$ cat config.mk
export PLATFORM = sky130hd
export DESIGN_NAME = raster_pixel_source
export DESIGN_NICKNAME = d
export VERILOG_FILES = /design/src/rtl/raster_pixel_source_pkg.sv /design/src/rtl/raster_pixel_source_pix_fifo2.sv /design/src/rtl/raster_pixel_source.sv
export SDC_FILE = /design/constraint.sdc
export NUM_CORES = 1
export LEC_CHECK = 0
export ABC_AREA = 1
export CAP_MARGIN = 20
export CORE_ASPECT_RATIO = 2
export CORE_UTILIZATION = 50
export CTS_BUF_LIST = sky130_fd_sc_hd__clkbuf_2 sky130_fd_sc_hd__clkbuf_4 sky130_fd_sc_hd__clkbuf_8
export CTS_CLUSTER_DIAMETER = 80
export CTS_CLUSTER_SIZE = 10
export DETAILED_ROUTE_END_ITERATION = 7
export GPL_TIMING_DRIVEN = 1
export PLACE_DENSITY = 0.84
export SLEW_MARGIN = 20
export SYNTH_ARGS = -nofsm -noshare
export SYNTH_HDL_FRONTEND = slang
export SYNTH_SLANG_ARGS = --single-unit
$ cat constraint.sdc
create_clock -name clk -period 3.2 [get_ports clk]
set_input_delay 0.32 -clock clk [delete_from_list [all_inputs] [get_ports clk]]
set_output_delay 0.32 -clock clk [all_outputs]
set_load 0.01 [all_outputs]
$ cat src/rtl/raster_pixel_source_pkg.sv
// -----------------------------------------------------------------------------
// raster_pixel_source_pkg
//   Shared definitions for the raster pixel source:
//     - state_e     : frame sequencer state encoding
//     - FIFO_DEPTH  : depth of the output queue (also the read-credit limit)
//     - cnt_w()     : counter width for a count of n positions (min 1 bit)
//     - addr_w()    : frame-buffer address width for a rows x cols frame
// -----------------------------------------------------------------------------
package raster_pixel_source_pkg;

    typedef enum logic [1:0] {
        ST_IDLE  = 2'd0,
        ST_FETCH = 2'd1,
        ST_DRAIN = 2'd2,
        ST_DONE  = 2'd3
    } state_e;

    localparam int FIFO_DEPTH = 2;

    function automatic int cnt_w(input int n);
        return (n <= 2) ? 1 : $clog2(n);
    endfunction

    function automatic int addr_w(input int rows, input int cols);
        return cnt_w(rows * cols);
    endfunction

endpackage

$ cat src/rtl/raster_pixel_source_pix_fifo2.sv
// -----------------------------------------------------------------------------
// raster_pixel_source_pix_fifo2
//   Two-entry show-ahead FIFO. The oldest entry is always visible on rd_data_o
//   while count_o != 0; rd_en_i pops it. A push and a pop in the same cycle are
//   accepted at any occupancy, including full.
//
// Ports
//   clk, rst        clock, synchronous active-high reset
//   wr_en_i         push wr_data_i
//   wr_data_i       data to push
//   rd_en_i         pop the head entry (ignored when empty)
//   rd_data_o       head entry
//   count_o         current occupancy, 0..2
// -----------------------------------------------------------------------------
module raster_pixel_source_pix_fifo2
    import raster_pixel_source_pkg::*;
#(
    parameter int DATA_W = 8
) (
    input  logic              clk,
    input  logic              rst,
    input  logic              wr_en_i,
    input  logic [DATA_W-1:0] wr_data_i,
    input  logic              rd_en_i,
    output logic [DATA_W-1:0] rd_data_o,
    output logic [1:0]        count_o
);

    logic [DATA_W-1:0] mem_q [FIFO_DEPTH];
    logic [DATA_W-1:0] mem_d [FIFO_DEPTH];
    logic              wr_ptr_q, wr_ptr_d;
    logic              rd_ptr_q, rd_ptr_d;
    logic [1:0]        count_q, count_d;
    logic              do_wr, do_rd;

    always_comb begin
        do_rd    = rd_en_i && (count_q != 2'd0);
        // When full, a push is only taken if the head is leaving this cycle;
        // the write then lands in the slot being vacated.
        do_wr    = wr_en_i && ((count_q != 2'(FIFO_DEPTH)) || do_rd);
        mem_d    = mem_q;
        wr_ptr_d = wr_ptr_q;
        rd_ptr_d = rd_ptr_q;
        if (do_wr) begin
            mem_d[wr_ptr_q] = wr_data_i;
            wr_ptr_d        = ~wr_ptr_q;
        end
        if (do_rd) begin
            rd_ptr_d = ~rd_ptr_q;
        end
        count_d = count_q + 2'(do_wr) - 2'(do_rd);
    end

    always_ff @(posedge clk) begin
        if (rst) begin
            for (int i = 0; i < FIFO_DEPTH; i++) begin
                mem_q[i] <= '0;
            end
            wr_ptr_q <= 1'b0;
            rd_ptr_q <= 1'b0;
            count_q  <= 2'd0;
        end else begin
            mem_q    <= mem_d;
            wr_ptr_q <= wr_ptr_d;
            rd_ptr_q <= rd_ptr_d;
            count_q  <= count_d;
        end
    end

    assign rd_data_o = mem_q[rd_ptr_q];
    assign count_o   = count_q;

endmodule

$ cat src/rtl/raster_pixel_source.sv
// -----------------------------------------------------------------------------
// raster_pixel_source
//   On start_i, reads a ROWS x COLS frame from a synchronous frame buffer
//   (1-cycle read latency) in raster order and presents it one pixel per cycle
//   with valid/ready handshaking, row/column position and a last-row flag.
//   Reads are credit-limited so that queued plus in-flight pixels never exceed
//   the 2-entry output queue. frame_done_o pulses once after the last pixel is
//   accepted.
//
// Optional feature (macro RASTER_SRC_LINE_GAP_EN):
//   When defined, valid_o is held low for one cycle after the transfer of the
//   last pixel of every row except the final row, giving consumers a
//   row-boundary bubble. Fetching continues during the bubble.
//
// Ports
//   clk, rst        clock, synchronous active-high reset
//   start_i         frame start, honoured only when idle
//   mem_rd_o        frame-buffer read strobe
//   mem_addr_o      frame-buffer read address (row*COLS + col)
//   mem_data_i      read data, valid the cycle after mem_rd_o
//   ready_i         downstream accepts the presented pixel
//   valid_o         pixel_o / row_o / col_o are valid
//   pixel_o         pixel value
//   col_o, row_o    position of the presented pixel
//   row_eq_max_o    row_o is the last row
//   frame_done_o    one-cycle pulse after the final transfer
//   busy_o          a frame is in progress
// -----------------------------------------------------------------------------
module raster_pixel_source
    import raster_pixel_source_pkg::*;
#(
    parameter  int COLS   = 7,
    parameter  int ROWS   = 7,
    parameter  int DATA_W = 8,
    localparam int AW     = addr_w(ROWS, COLS),
    localparam int CW     = cnt_w(COLS),
    localparam int RW     = cnt_w(ROWS)
) (
    input  logic              clk,
    input  logic              rst,
    input  logic              start_i,
    output logic              mem_rd_o,
    output logic [AW-1:0]     mem_addr_o,
    input  logic [DATA_W-1:0] mem_data_i,
    input  logic              ready_i,
    output logic              valid_o,
    output logic [DATA_W-1:0] pixel_o,
    output logic [CW-1:0]     col_o,
    output logic [RW-1:0]     row_o,
    output logic              row_eq_max_o,
    output logic              frame_done_o,
    output logic              busy_o
);

    localparam logic [AW-1:0] LAST_ADDR = AW'(ROWS * COLS - 1);
    localparam logic [CW-1:0] LAST_COL  = CW'(COLS - 1);
    localparam logic [RW-1:0] LAST_ROW  = RW'(ROWS - 1);

    state_e          state_q;
    logic            frame_done_q;
    logic            busy_q;

    logic [AW-1:0]   addr_q, addr_d;
    logic            inflight_q, inflight_d;
    logic [CW-1:0]   col_q, col_d;
    logic [RW-1:0]   row_q, row_d;

    logic [1:0]      fifo_count;
    logic            fifo_nonempty;
    logic            pop;
    logic [2:0]      pending;
    logic            rd_req;
    logic            last_rd;

    // Output queue; read data is pushed the cycle it arrives.
    raster_pixel_source_pix_fifo2 #(
        .DATA_W (DATA_W)
    ) u_queue (
        .clk       (clk),
        .rst       (rst),
        .wr_en_i   (inflight_q),
        .wr_data_i (mem_data_i),
        .rd_en_i   (pop),
        .rd_data_o (pixel_o),
        .count_o   (fifo_count)
    );

    assign fifo_nonempty = (fifo_count != 2'd0);

`ifdef RASTER_SRC_LINE_GAP_EN
    logic gap_q, gap_d;

    always_comb begin
        gap_d = pop && (col_q == LAST_COL) && (row_q != LAST_ROW);
    end

    always_ff @(posedge clk) begin
        if (rst) begin
            gap_q <= 1'b0;
        end else begin
            gap_q <= gap_d;
        end
    end

    assign valid_o = fifo_nonempty && !gap_q;
`else
    assign valid_o = fifo_nonempty;
`endif

    assign pop = valid_o && ready_i;

    // Pixels still owed to the queue once this cycle's pop leaves: crediting
    // the pop keeps one read per cycle going while the consumer keeps up.
    assign pending = 3'(fifo_count) + 3'(inflight_q) - 3'(pop);
    assign rd_req  = (state_q == ST_FETCH) && (pending < 3'(FIFO_DEPTH));
    assign last_rd = rd_req && (addr_q == LAST_ADDR);

    always_comb begin
        addr_d     = addr_q;
        inflight_d = rd_req;
        if ((state_q == ST_IDLE) && start_i) begin
            addr_d = '0;
        end else if (rd_req && !last_rd) begin
            // Holds at LAST_ADDR so no address past the frame is ever formed.
            addr_d = addr_q + AW'(1);
        end
    end

    always_comb begin
        col_d = col_q;
        row_d = row_q;
        if (pop) begin
            if (col_q == LAST_COL) begin
                col_d = '0;
                row_d = (row_q == LAST_ROW) ? '0 : row_q + RW'(1);
            end else begin
                col_d = col_q + CW'(1);
            end
        end
    end

    always_ff @(posedge clk) begin
        if (rst) begin
            addr_q     <= '0;
            inflight_q <= 1'b0;
            col_q      <= '0;
            row_q      <= '0;
        end else begin
            addr_q     <= addr_d;
            inflight_q <= inflight_d;
            col_q      <= col_d;
            row_q      <= row_d;
        end
    end

    // In DRAIN every read has been issued, so pending reaching zero means the
    // final pixel is being accepted this cycle (or already was).
    always_ff @(posedge clk) begin
        if (rst) begin
            state_q      <= ST_IDLE;
            frame_done_q <= 1'b0;
            busy_q       <= 1'b0;
        end else begin
            frame_done_q <= 1'b0;
            case (state_q)
                ST_IDLE: begin
                    if (start_i) begin
                        state_q <= ST_FETCH;
                        busy_q  <= 1'b1;
                    end
                end
                ST_FETCH: begin
                    if (last_rd) begin
                        state_q <= ST_DRAIN;
                    end
                end
                ST_DRAIN: begin
                    if (pending == 3'd0) begin
                        state_q      <= ST_DONE;
                        frame_done_q <= 1'b1;
                    end
                end
                ST_DONE: begin
                    state_q <= ST_IDLE;
                    busy_q  <= 1'b0;
                end
                default: begin
                    state_q <= ST_IDLE;
                    busy_q  <= 1'b0;
                end
            endcase
        end
    end

    assign mem_rd_o     = rd_req;
    assign mem_addr_o   = addr_q;
    assign col_o        = col_q;
    assign row_o        = row_q;
    assign row_eq_max_o = (row_q == LAST_ROW);
    assign frame_done_o = frame_done_q;
    assign busy_o       = busy_q;

endmodule

==> results.txt <==
----------------------------------------------------
[Status]
  Run status ... complete, but fails checks
  Failing checks ... design-rule violations

[Timing]
  Number of hold violations in the final report ... 0
  Slew of the pin with the lowest slew margin ... 589 ps
  F_max ... 354 MHz
  Rel. slew slack ... 60.7%
  Setup clock skew after layout ... 6.76 ps
  Max-slew violation total from the final report ... 0
  Total Neg Setup Slack ... 0 ps
  Ratio of final minimum period to clock period ... 88.2%
  Setup violations, final ... 0
  Minimum clock period after layout ... 2820 ps
  Setup repair after global routing missed its margin ... no

[Setup path]
  Required time of the critical path ... 2880 ps
  Arr. time, crit path ... 2500 ps
  CP max FO ... 4
  R2R setup slack ... 490 ps
  Critical path start-end classification ... primary input to primary output
  Critical Path Start Type ... primary input
  Kind of end point of the critical path ... primary output

[Power]
  Peak supply drop ... 0.575 mV
  Static leakage ... 0.943 nW
  Power Dens Cells ... 701 nW/um^2

[Synth]
  Number of warnings issued by yosys ... 0
  Cell type with the highest aggregate area in the netlist ... dfxtp_1
  Flops & latches, synth ... 37
  Share of synthesized area occupied by flip-flops and latches ... 41.5%
  Cell Area, Synth ... 1790 um^2
  Synthesized instance count ... 241
  Post-synthesis area per instance ... 7.41 um^2
  Ranking of synthesized cells by area ... dfxtp_1 41%, nand2_1 9.5%, inv_1 7.1%, o21ai_0 7.0%, ha_1 6.3%
  Area fraction of the dominant cell type after synthesis ... 41.5%
  Unique cell type count in the Yosys netlist ... 29
  Net count after synthesis ... 263

[GRT]
  Met2 capacity usage during global routing ... 40.8%
  Met3 capacity usage during global routing ... 4.58%
  Number of antenna violations at the first check in global routing ... 0
  Most heavily used metal layer in global routing ... met2
  Grt met1 use ... 21.5%
  Vias in the first global route ... 1,590
  Pin count of the biggest net entering global routing ... 25
  Grt ovf ... 0
  All-layer global routing usage ... 22.0%
  First-pass GRT wire length ... 6.32 mm

[Die]
  Die area ... 3830 um^2
  Top-level port count ... 37
  Y dimension of the die ... 86.5 um
  Floorplan core area ... 3420 um^2
  Die Wd ... 44.3 um
  Number of cell rows ... 30
  Initial core utilization ... 52.3%

[Placed design]
  Post-placement cell count ... 322
  Quantity of I/O buffers inserted on ports ... 36
  RD Place Congestion ... 0.793
  DPL Wire Length ... 2.74 mm

[Detailed routing]
  Number of remaining DRC errors ... 1
  Final Routed Wirelength ... 3.63 mm
  Number of vias in the routed layout ... 1,630
  Starting DRC count in detailed routing ... 58
  Post-detailed-route via-to-cell ratio ... 4.94
  Initial DRT Pass Iterations ... 8
  Routed wire length per instance ... 11.0 um
  Antenna-violating nets left ... 0

[Layout]
  Layout Cells excl Fill ... 330
  Commonest cells after routing, fill and taps aside ... 45 x nand2_1, 36 x dfxtp_1, 35 x clkdlybuf4s50_1, 33 x inv_1, 28 x nor2_1
  Area Growth Syn to Fin ... 28.8%
  Number of nets at the end of the flow ... 303
  Most common cell after layout, fill and taps aside ... nand2_1
  Number of inserted diodes ... 0
  Layout cell share with drive strength beyond 1 ... 9.57%

[CTS]
  Number of buffers inserted by post-CTS setup repair ... 0
  CTS tree ... yes
  Library cell used as clock root buffer ... clkbuf_8
  Source-to-sink clock delay at the later pin of the worst-skew pair ... 290 ps
  Number of buffers on the longest clock path ... 2
  Htree depth ... 2
  Reg clk slew, reported paths ... 70 ps
  Total CTS buffers ... 5
  CTS sink count ... 37
  Hold bufs inserted after CTS ... 0

[Hold path]
  Type of the worst min-delay path ... flip-flop to flip-flop

[Flow run]
  Max-Cap Viols ... 0

----------------------------------------------------
## Yosys cell counts
cell type  number
nand2_1        45
dfxtp_1        37
inv_1          34
nor2_1         28
o21ai_0        25
a21oi_1        21
ha_1            9
nand3_1         7
nand2_2         4
nor2_4          4
clkbuf_1        3
inv_2           2
nand2_4         2
nor2_2          2
o21ai_1         2
xnor2_1         2
xor2_1          2
a211oi_1        1
a31oi_1         1
buf_1           1
buf_6           1
fa_1            1
inv_4           1
nand3b_1        1
nand4_1         1
nor3b_1         1
nor4_1          1
o21a_1          1
o31ai_1         1
## where the power goes
part | switching [mW] | leakage (nW) | total (mW) | internal, mW
Clock | 0.162 | 0.0542 | 0.356 | 0.195
Sequential | 0.0610 | 0.300 | 0.601 | 0.540
Combinational | 0.375 | 0.588 | 0.655 | 0.280
Total | 0.598 | 0.943 | 1.61 | 1.01
## repair_timing
item                                    in CTS  in global routing
resized for setup                            1                  2
endpoints found under the setup margin       1                  1
gates cloned                                 0                  0
pin swaps                                    0                  1
## worst paths after layout
kind                                         start                end  depth (start not counted)
worst max-delay path                       ready_i           mem_rd_o                         13
worst min-delay path             u_queue.mem_q[14]  u_queue.mem_q[14]                          2
worst max register to register  u_queue.count_o[1]      mem_addr_o[5]                         17
worst min register to register   u_queue.mem_q[14]  u_queue.mem_q[14]                          2
## per-stage QoR
step | area (um^2) | total power, mW | utilization (%) | hold slack (ps) | worst slack [ps]
floorplan | 1790 | 1.03 | - | 389 | 822
global placement | 2200 | 1.24 | 64.3 | 434 | 121
detailed placement | 2200 | 1.26 | 64.3 | 439 | 66.6
CTS | 2300 | 1.62 | 67.3 | 450 | 1.59
global route | 2300 | 1.75 | 67.4 | 479 | 218
finish | 2300 | 1.61 | 67.4 | 449 | 377
## critical path: stages
cell             delay, ps
clkdlybuf4s50_1        460
nand2_4                130
inv_4                   40
ha_1                   260
inv_1                   60
ha_1                   190
fa_1                   470
inv_1                   90
nand2_1                 80
nor2_2                 140
nand2_2                 70
inv_1                   50
dlymetal6s2s_1         150
## kinds of logic (layout without fill, tap and decap cells)
kind of cell,count (synthesis),count (layout),share of synthesized area (%)
xor+xnor,4,4,1.96
flops,37,37,41.5
fa+ha+maj,10,10,7.42
buf+inv,42,83,9.38
simple gates,96,96,24.7
compound gates,52,52,15.1
## area by class of cell
| type | count | area (um^2) |
|---|---|---|
| fillers | 283 | 1110 |
| multi-input cells | 162 | 878 |
| flip-flops and latches | 37 | 742 |
| repair buffers | 38 | 378 |
| inverters | 37 | 141 |
| clock buffers | 7 | 96.3 |
| well taps | 48 | 60.1 |
| clock inverters | 1 | 5.00 |
## layer usage
layer	wire length, um	share of wire [%]
met3	83	2.3
met1	1380	38
met4	80	2.2
met5	0	0
met2	2090	58
## flip-flops by register name (all words and copies together), names as in the netlist
name / count
u_queue.rd_ptr_q: 1
busy_o: 1
u_queue.wr_ptr_q: 1
row_o: 3
inflight_q: 1
u_queue.count_o: 2
frame_done_o: 1
mem_addr_o: 6
u_queue.mem_q: 16
col_o: 3
state_q: 2
Note: power is estimated with default switching activity, not from simulation.
